--- config.mk ---
export PLATFORM = sky130hd
export DESIGN_NAME = bus_xfer_seq
export DESIGN_NICKNAME = d
export VERILOG_FILES = /design/src/rtl/bus_xfer_seq.sv
export SDC_FILE = /design/constraint.sdc
export NUM_CORES = 1
export LEC_CHECK = 0
export BUFFER_PORTS_ARGS = -buffer_cell sky130_fd_sc_hd__buf_4
export CAP_MARGIN = 30
export CORE_UTILIZATION = 45
export DETAILED_ROUTE_END_ITERATION = 10
export PLACE_DENSITY = 0.64
export RECOVER_POWER = 50
export REMOVE_ABC_BUFFERS = 1
export SETUP_SLACK_MARGIN = 0.3
export SYNTH_ARGS = -nofsm -noshare
export SYNTH_HDL_FRONTEND = slang
export SYNTH_SLANG_ARGS = --single-unit
--- constraint.sdc ---
create_clock -name clk -period 2.5 [get_ports clk]
set_clock_uncertainty 0.1 [all_clocks]
set_input_delay 0.625 -clock clk [delete_from_list [all_inputs] [get_ports clk]]
set_output_delay 0.625 -clock clk [all_outputs]
set_load 0.03 [all_outputs]
--- src/rtl/bus_xfer_seq.sv ---
// bus_xfer_seq: queues "move source to destination" requests and sequences
// each one as a DRIVE cycle, which presents the source select to the
// registered bus mux, followed by a LOAD cycle, which pulses the one-hot
// destination load enable.
module bus_xfer_seq #(
    parameter int DEPTH = 4,
    parameter int SEL_W = 5,
    parameter int NDEST = 24
) (
    input  logic             clk,
    input  logic             reset_n,
    input  logic             req_valid,
    output logic             req_ready,
    input  logic [SEL_W-1:0] req_src,
    input  logic [SEL_W-1:0] req_dst,
    output logic [SEL_W-1:0] sel_out,
    output logic [NDEST-1:0] load_en,
    output logic             xfer_done,
    output logic             dst_err,
    output logic             busy
);

    localparam int               AW       = $clog2(DEPTH);
    localparam logic [AW:0]      FULL_CNT = (AW+1)'(DEPTH);
    localparam logic [SEL_W-1:0] ZERO_SRC = SEL_W'(24);
    localparam logic [NDEST-1:0] ONE_HOT0 = NDEST'(1);

    typedef enum logic [1:0] {IDLE, DRIVE, LOAD} state_t;

    // Request FIFO storage and bookkeeping
    logic [2*SEL_W-1:0] mem [DEPTH];
    logic [AW-1:0]      wr_ptr, rd_ptr;
    logic [AW:0]        count;
    logic               push, pop;
    logic [SEL_W-1:0]   head_src, head_dst;

    // Sequencer state and the transfer currently in flight
    state_t             state, state_nxt;
    logic [SEL_W-1:0]   cur_src, cur_dst, cur_src_nxt, cur_dst_nxt;
    logic [SEL_W-1:0]   sel_nxt;
    logic [NDEST-1:0]   load_nxt;
    logic               done_nxt, err_nxt;

    assign req_ready = (count != FULL_CNT);
    assign push      = req_valid && req_ready;
    assign head_src  = mem[rd_ptr][2*SEL_W-1:SEL_W];
    assign head_dst  = mem[rd_ptr][SEL_W-1:0];
    assign busy      = (state != IDLE) || (count != '0);

    // FIFO payload write; the storage array carries no reset
    // NOTE: memories are not reset -- the pointers and count define which
    // entries are valid, so clearing the array would only cost logic.
    always_ff @(posedge clk) begin
        if (push) mem[wr_ptr] <= {req_src, req_dst};
    end

    // FIFO pointers and occupancy; a simultaneous push and pop leaves count unchanged
    // NOTE: sequential state uses non-blocking assignments so every register
    // samples the pre-edge values, independent of statement order.
    always_ff @(posedge clk or negedge reset_n) begin
        if (!reset_n) begin
            wr_ptr <= '0;
            rd_ptr <= '0;
            count  <= '0;
        end else begin
            if (push) wr_ptr <= wr_ptr + AW'(1);
            if (pop)  rd_ptr <= rd_ptr + AW'(1);
            if (push && !pop)      count <= count + (AW+1)'(1);
            else if (pop && !push) count <= count - (AW+1)'(1);
        end
    end

    // Next-state, pop decision and next values of the registered outputs
    // NOTE: every output of this block is assigned a default first so that no
    // path through the case statement can leave one unassigned and infer a latch.
    always_comb begin
        state_nxt   = state;
        cur_src_nxt = cur_src;
        cur_dst_nxt = cur_dst;
        sel_nxt     = sel_out;
        load_nxt    = '0;
        done_nxt    = 1'b0;
        err_nxt     = 1'b0;
        pop         = 1'b0;
        unique case (state)
            IDLE, LOAD: begin
                if (count != '0) begin
                    pop         = 1'b1;
                    cur_src_nxt = head_src;
                    cur_dst_nxt = head_dst;
                    sel_nxt     = head_src;
                    state_nxt   = DRIVE;
                end else begin
                    sel_nxt   = ZERO_SRC;
                    state_nxt = IDLE;
                end
            end
            DRIVE: begin
                // The mux captures cur_src at the end of this cycle; the
                // destination is enabled during the following LOAD cycle.
                sel_nxt   = cur_src;
                state_nxt = LOAD;
                if (int'(cur_dst) < NDEST) begin
                    load_nxt = ONE_HOT0 << cur_dst;
                    done_nxt = 1'b1;
                end else begin
                    err_nxt = 1'b1;
                end
            end
            default: begin
                state_nxt = IDLE;
                sel_nxt   = ZERO_SRC;
            end
        endcase
    end

    // State register, in-flight transfer and registered bus-side outputs
    always_ff @(posedge clk or negedge reset_n) begin
        if (!reset_n) begin
            state     <= IDLE;
            cur_src   <= ZERO_SRC;
            cur_dst   <= '0;
            sel_out   <= ZERO_SRC;
            load_en   <= '0;
            xfer_done <= 1'b0;
            dst_err   <= 1'b0;
        end else begin
            state     <= state_nxt;
            cur_src   <= cur_src_nxt;
            cur_dst   <= cur_dst_nxt;
            sel_out   <= sel_nxt;
            load_en   <= load_nxt;
            xfer_done <= done_nxt;
            dst_err   <= err_nxt;
        end
    end

endmodule

==> results.toml, run 1 <==
[status]
outcome = "completed"

[place]
portBuffers = 45
place_congestion = 0.708
dpl.hpwl_um = 3570

[timing]
rsz0062_at_grt = "yes"
final.period_utilization_pct = 94.8
report.final.slew_viol_count = 0
fmax_mhz = 422
worst_pin_slew_ns = 1.17
maxSlewHeadroom_pct = 22.2
final_hold_viol_count = 0
setup_violations = 0
timing.final.crit_period_ns = 2.37
tns_ns = 0

[yosys]
seq_area_frac_synth_pct = 73.6
ys_ff_latch = 90
yosysWarnings = 0
synth_cell_types = 33
syn_avg_cell_area_um2 = 17.4
synthesis.instances = 192
syn_area_um2 = 3340

[finish]
area_growth_syn_to_layout_pct = 21.5
final_core_util_pct = 56.2
drive_gt1_share_pct = 35.7
n_antenna_cell = 0
nNetsFinal = 272

[floorplanning]
fp-row-count = 31
start_util_pct = 46.3
die_area_um2 = 7760
die_w_um = 88.1
io_pins = 46
die_h_um = 88.1
core_area_um2 = 7210

[route]
viasPerCell = 4.75
vias = 1696
routed_wl_um = 5300
wl_per_cell_um = 14.8
drc = 0
ant_nets = 0
first_pass_iters = 4
drt_iter0_drc = 46

[worst_setup_path]
end_kind = "output port"
worst_ep_arrival_time_ns = 1.65
required_ns = 1.77
startpoint_type = "register"
critical_path_class = "reg -> out"
cp_max_fo = 2

[grt]
overflow = 0
antenna_found_initial = 0
grt_util_all_layers_pct = 15.4
grt_max_degree = 51
grt_pass1_vias = 1673
grt_pass1_wl_um = 8540

[clock_network]
cts_htree_levels = 3
cts_made_buffers = 9
clkLatencyLatePin_ns = 0.35
ctsHoldBuffers = 0
clock-root-buffer = "clkbuf_8"
clock_sinks = 90
clockBufferDepth = 2
clkSlewWorstSetupHoldPaths_ns = 0.08
cts_tree = "yes"

[power_and_ir_drop]
p_leak_nw = 1.68
powerDensity_nw_per_um2 = 1250
worst_ir_drop_vdd_mv = 0.446

[job]
cap_violations = 0

[worst_hold_path]
hp-class = "in -> async"
[state kept, by name, summed over array words and instances, names as in the netlist]
signal / flops
rd_ptr: 2
mem: 40
xfer_done: 1
wr_ptr: 2
dst_err: 1
state: 2
cur_src: 5
load_en: 24
count: 3
sel_out: 5
cur_dst: 5
[cell families (layout without fill, tap and decap cells)]
family                   count (synthesis)  in the layout  share of synthesized area (%)
multiplexers                            22             22                           11.4
AND/OR/NAND/NOR                         51             51                           7.54
AO/OA/AOI/OAI                            7              7                           1.80
flip-flops                              90             90                           73.6
buffers and inverters                   10             76                           1.61
XOR/XNOR                                 6              6                           1.57
adder cells (fa/ha/maj)                  6              6                           2.47
[metal layers]
layer | vias up | GRT usage [%] | share of wire, %
met5 | - | 0 | 0
met1 | 840 | 20.2 | 45
met3 | 5 | 5.09 | 4.8
met4 | 0 | 4.84 | 1.2
met2 | 45 | 24.4 | 49
li1 | 806 | - | -
[placed cells by master (no fill, tap or decap), drive strengths merged]
cell,Yosys,routed
dfrtp,46,46
edfxtp,40,40
mux2,12,12
dfstp,4,4
nand3,3,3
and3,1,1
and2,4,4
ha,5,5
a32o,3,3
a21boi,1,1
inv,5,6
or2,1,1
a21oi,1,1
xor2,2,2
nand3b,2,2
nand2b,3,3
nor2,27,27
clkinvlp,0,3
or3,2,2
clkbuf,1,21
mux4,10,10
xnor2,4,4
nor3b,1,1
nand2,5,5
fa,1,1
nor2b,2,2
bufinv,0,3
buf,4,43
o22a,2,2
[metrics by stage]
step / total power (W) / std cells / hold slack [ns] / area, um^2 / setup WS, ns
6_report: 0.00505 / 357 / 0.398 / 4050 / 0.129
3_5_place_dp: 0.00384 / 333 / 0.396 / 3780 / 0.151
4_1_cts: 0.00507 / 353 / 0.192 / 4060 / 0.126
3_3_place_gp: 0.00382 / 333 / 0.392 / 3780 / 0.195
2_1_floorplan: 0.00335 / 187 / 0.229 / 3300 / 0.286
5_1_grt: 0.00535 / 357 / 0.425 / 4050 / 0.0780
[worst max-delay path: stages, from the launching register on]
cell and delay [ns]:
dfrtp_1 0.39, or3_1 0.41, or3_4 0.35, buf_6 0.15
[synth_stat cells (all sizes together)]
cell type	number	area share, %
dfrtp	46	34
nand2	5	0.56
fa	1	0.60
a21boi	1	0.23
edfxtp	40	36
o22a	2	0.53
nor2b	2	0.60
clkbuf	1	0.11
nor3b	1	0.23
and3	1	0.19
and2	4	0.75
xnor2	4	1.0
nand3b	2	0.45
a32o	3	0.90
buf	4	0.94
mux2	12	4.6
nand3	3	0.45
xor2	2	0.53
dfstp	4	3.1
or3	2	0.53
nand2b	3	0.56
or2	1	0.19
inv	5	0.56
a21oi	1	0.15
mux4	10	6.7
nor2	27	3.0
ha	5	1.9
[worst paths after layout]
kind	endpoint	depth (start not counted)	start	slack [ns]
hold reg to reg	cur_src[0]	1	cur_src[0]	0.42
hold / removal	load_en[18]	1	reset_n	0.40
min in group clk	cur_src[0]	1	cur_src[0]	0.42
setup reg to reg	count[2]	10	count[0]	0.27
setup / recovery	busy	3	count[0]	0.13
max in group asynchronous	cur_dst[4]	1	reset_n	1.20
[layout make-up]
class                           instances  area, um^2
Clock buffer                            9         124
Clock inverter                          7         116
Fill cell                             603        3160
Inverter                                5        18.8
Multi-Input combinational cell         92         841
Sequential cell                        90        2460
Tap cell                               99         124
Timing Repair Buffer                   55         373
[what timing repair did]
item,in CTS,in global routing
buffers inserted,4,4
gates cloned,0,0
pin swaps,1,3
gates resized for setup,3,2
endpoints found under the setup margin,3,2
[report_power, final]
part | switching [W] | internal, W
sequential | 0.000225 | 0.00196
clock | 0.000495 | 0.000662
combinational | 0.000855 | 0.000850
total | 0.00157 | 0.00348
Note: power is estimated with default switching activity, not from simulation.
==> run 2, diff against run 1 <==
clock period = 2.1 ns   (was 2.5 ns; I/O delays follow)
==> run 2 against run 1 <==
The run now ends with negative setup slack left. Design area is 2.4% higher. Count of clock-buffer cells in the layout stayed put. Critical path type unchanged. Worst hold slack got worse by 0.092 ns. Highest routed layer unchanged. Critical path depth unchanged. Utilization is 1.4 points higher. First-iteration DRC count increased by 15%. Flip-flop and latch count did not move. Register-to-register slack got worse by 0.35 ns.
==> results.toml, run 2 (synthesized netlist as in run 1, its figures left out) <==
[grt]
grt_pass1_vias = 1739
grt_max_degree = 51
antenna_found_initial = 0
grt_pass1_wl_um = 8980
grt_util_all_layers_pct = 16.3
overflow = 0

[clock_network]
cts_htree_levels = 3
clkLatencyLatePin_ns = 0.35
cts_tree = "yes"
clockBufferDepth = 2
clkSlewWorstSetupHoldPaths_ns = 0.09
cts_made_buffers = 9
clock-root-buffer = "clkbuf_8"
clock_sinks = 90

[place]
portBuffers = 45
place_ws_ns = -0.0196
dpl-instance-area_um2 = 3860
place_congestion = 0.700
dpl.hpwl_um = 3630

[worst_setup_path]
startpoint_type = "register"
end_kind = "output port"
required_ns = 1.47
critical_path_class = "reg -> out"
worst_ep_arrival_time_ns = 1.64
cp_max_fo = 2

[worst_hold_path]
hp-class = "in -> async"

[route]
drc = 0
viasPerCell = 4.75
ant_nets = 0
routed_wl_um = 5400
drt_iter0_drc = 53
vias = 1730
first_pass_iters = 4
wl_per_cell_um = 14.8

[finish]
n_antenna_cell = 0
largest_reg_flops = 40
most-common-layout-cells = "47 x buf_4, 46 x dfrtp_1, 40 x edfxtp_1"
drive_gt1_share_pct = 38.1
final_common_cell = "buf_4"
largest_registers = "mem x40, load_en x24"
area_growth_syn_to_layout_pct = 24.4
fillers = 599
design_area_um2 = 4150
nNetsFinal = 279
regMostFlops = "mem"
final_core_util_pct = 57.5

[timing]
setup_slack_ns = -0.160
timing.final.crit_period_ns = 2.26
worst_pin_slew_ns = 1.18
report.final.slew_viol_count = 0
rsz0062_at_grt = "yes"
final.period_utilization_pct = 108
final_hold_viol_count = 0
setup_violations = 3
maxSlewHeadroom_pct = 21.3
fmax_mhz = 442

[status]
violations = "negative setup slack"
outcome = "finished, violations left"

[power_and_ir_drop]
worst_ir_drop_vdd_mv = 0.746
power_w = 0.00624
p_leak_nw = 1.74
powerDensity_nw_per_um2 = 1500

[job]
cap_violations = 0

[floorplanning]
fp-row-count = 31
start_util_pct = 46.3
die_area_um2 = 7760
core_area_um2 = 7210
io_pins = 46
die_w_um = 88.1
die_h_um = 88.1
[run 2: through the flow]
| step | setup TNS (ns) | hold slack, ns | std cells |
|---|---|---|---|
| 6_report | -0.271 | 0.306 | 364 |
| 4_1_cts | -0.327 | 0.0898 | 362 |
| 2_1_floorplan | -0.195 | 0.129 | 187 |
| 5_1_grt | -0.463 | 0.334 | 364 |
| 3_3_place_gp | 0 | 0.394 | 344 |
| 3_5_place_dp | -0.0196 | 0.400 | 344 |
[run 2: worst paths after layout]
kind	start	to	slack [ns]	cells after the start
hold reg to reg	cur_src[0]	cur_src[0]	0.43	1
max in group asynchronous	reset_n	sel_out[1]	0.88	1
min in group clk	req_dst[2]	mem[0][2]	0.35	1
setup / recovery	count[1]	busy	-0.16	3
setup reg to reg	count[1]	count[2]	-0.08	10
hold / removal	reset_n	load_en[21]	0.31	1
[run 2: power by group]
group	internal, W	total, W	switching, W
registers	0.00234	0.00259	0.000251
clock network	0.000910	0.00149	0.000582
logic	0.00109	0.00216	0.00107
total	0.00434	0.00624	0.00191
[run 2: what timing repair did]
action | 4_1_cts | 5_1_grt
setup endpoints to repair | 4 | 47
hold endpoints to repair | 0 | 0
buffers inserted | 2 | 2
pin swaps | 2 | 0
hold buffers | 0 | 0
resized for setup | 8 | 2
[run 2: final cells by class]
type,instances,area [um^2],share of cell area [%]
Tap cell,99,124,2.98
Clock inverter,7,140,3.38
Inverter,5,18.8,0.452
Sequential cell,90,2460,59.2
Timing Repair Buffer,62,434,10.5
Multi-Input combinational cell,92,853,20.6
Clock buffer,9,124,2.98
[run 2: critical path, stage by stage, from the launching register on]
cell,delay (ns)
dfrtp_1,0.38
or3_4,0.41
or3_4,0.35
buf_6,0.15
[run 2: metal layers]
| metal | track usage [%] | wire length (um) |
|---|---|---|
| met1 | 21.6 | 2420 |
| met2 | 25.8 | 2650 |
| met3 | 3.39 | 247 |
| met4 | 7.92 | 78 |
| met5 | 0 | 0 |
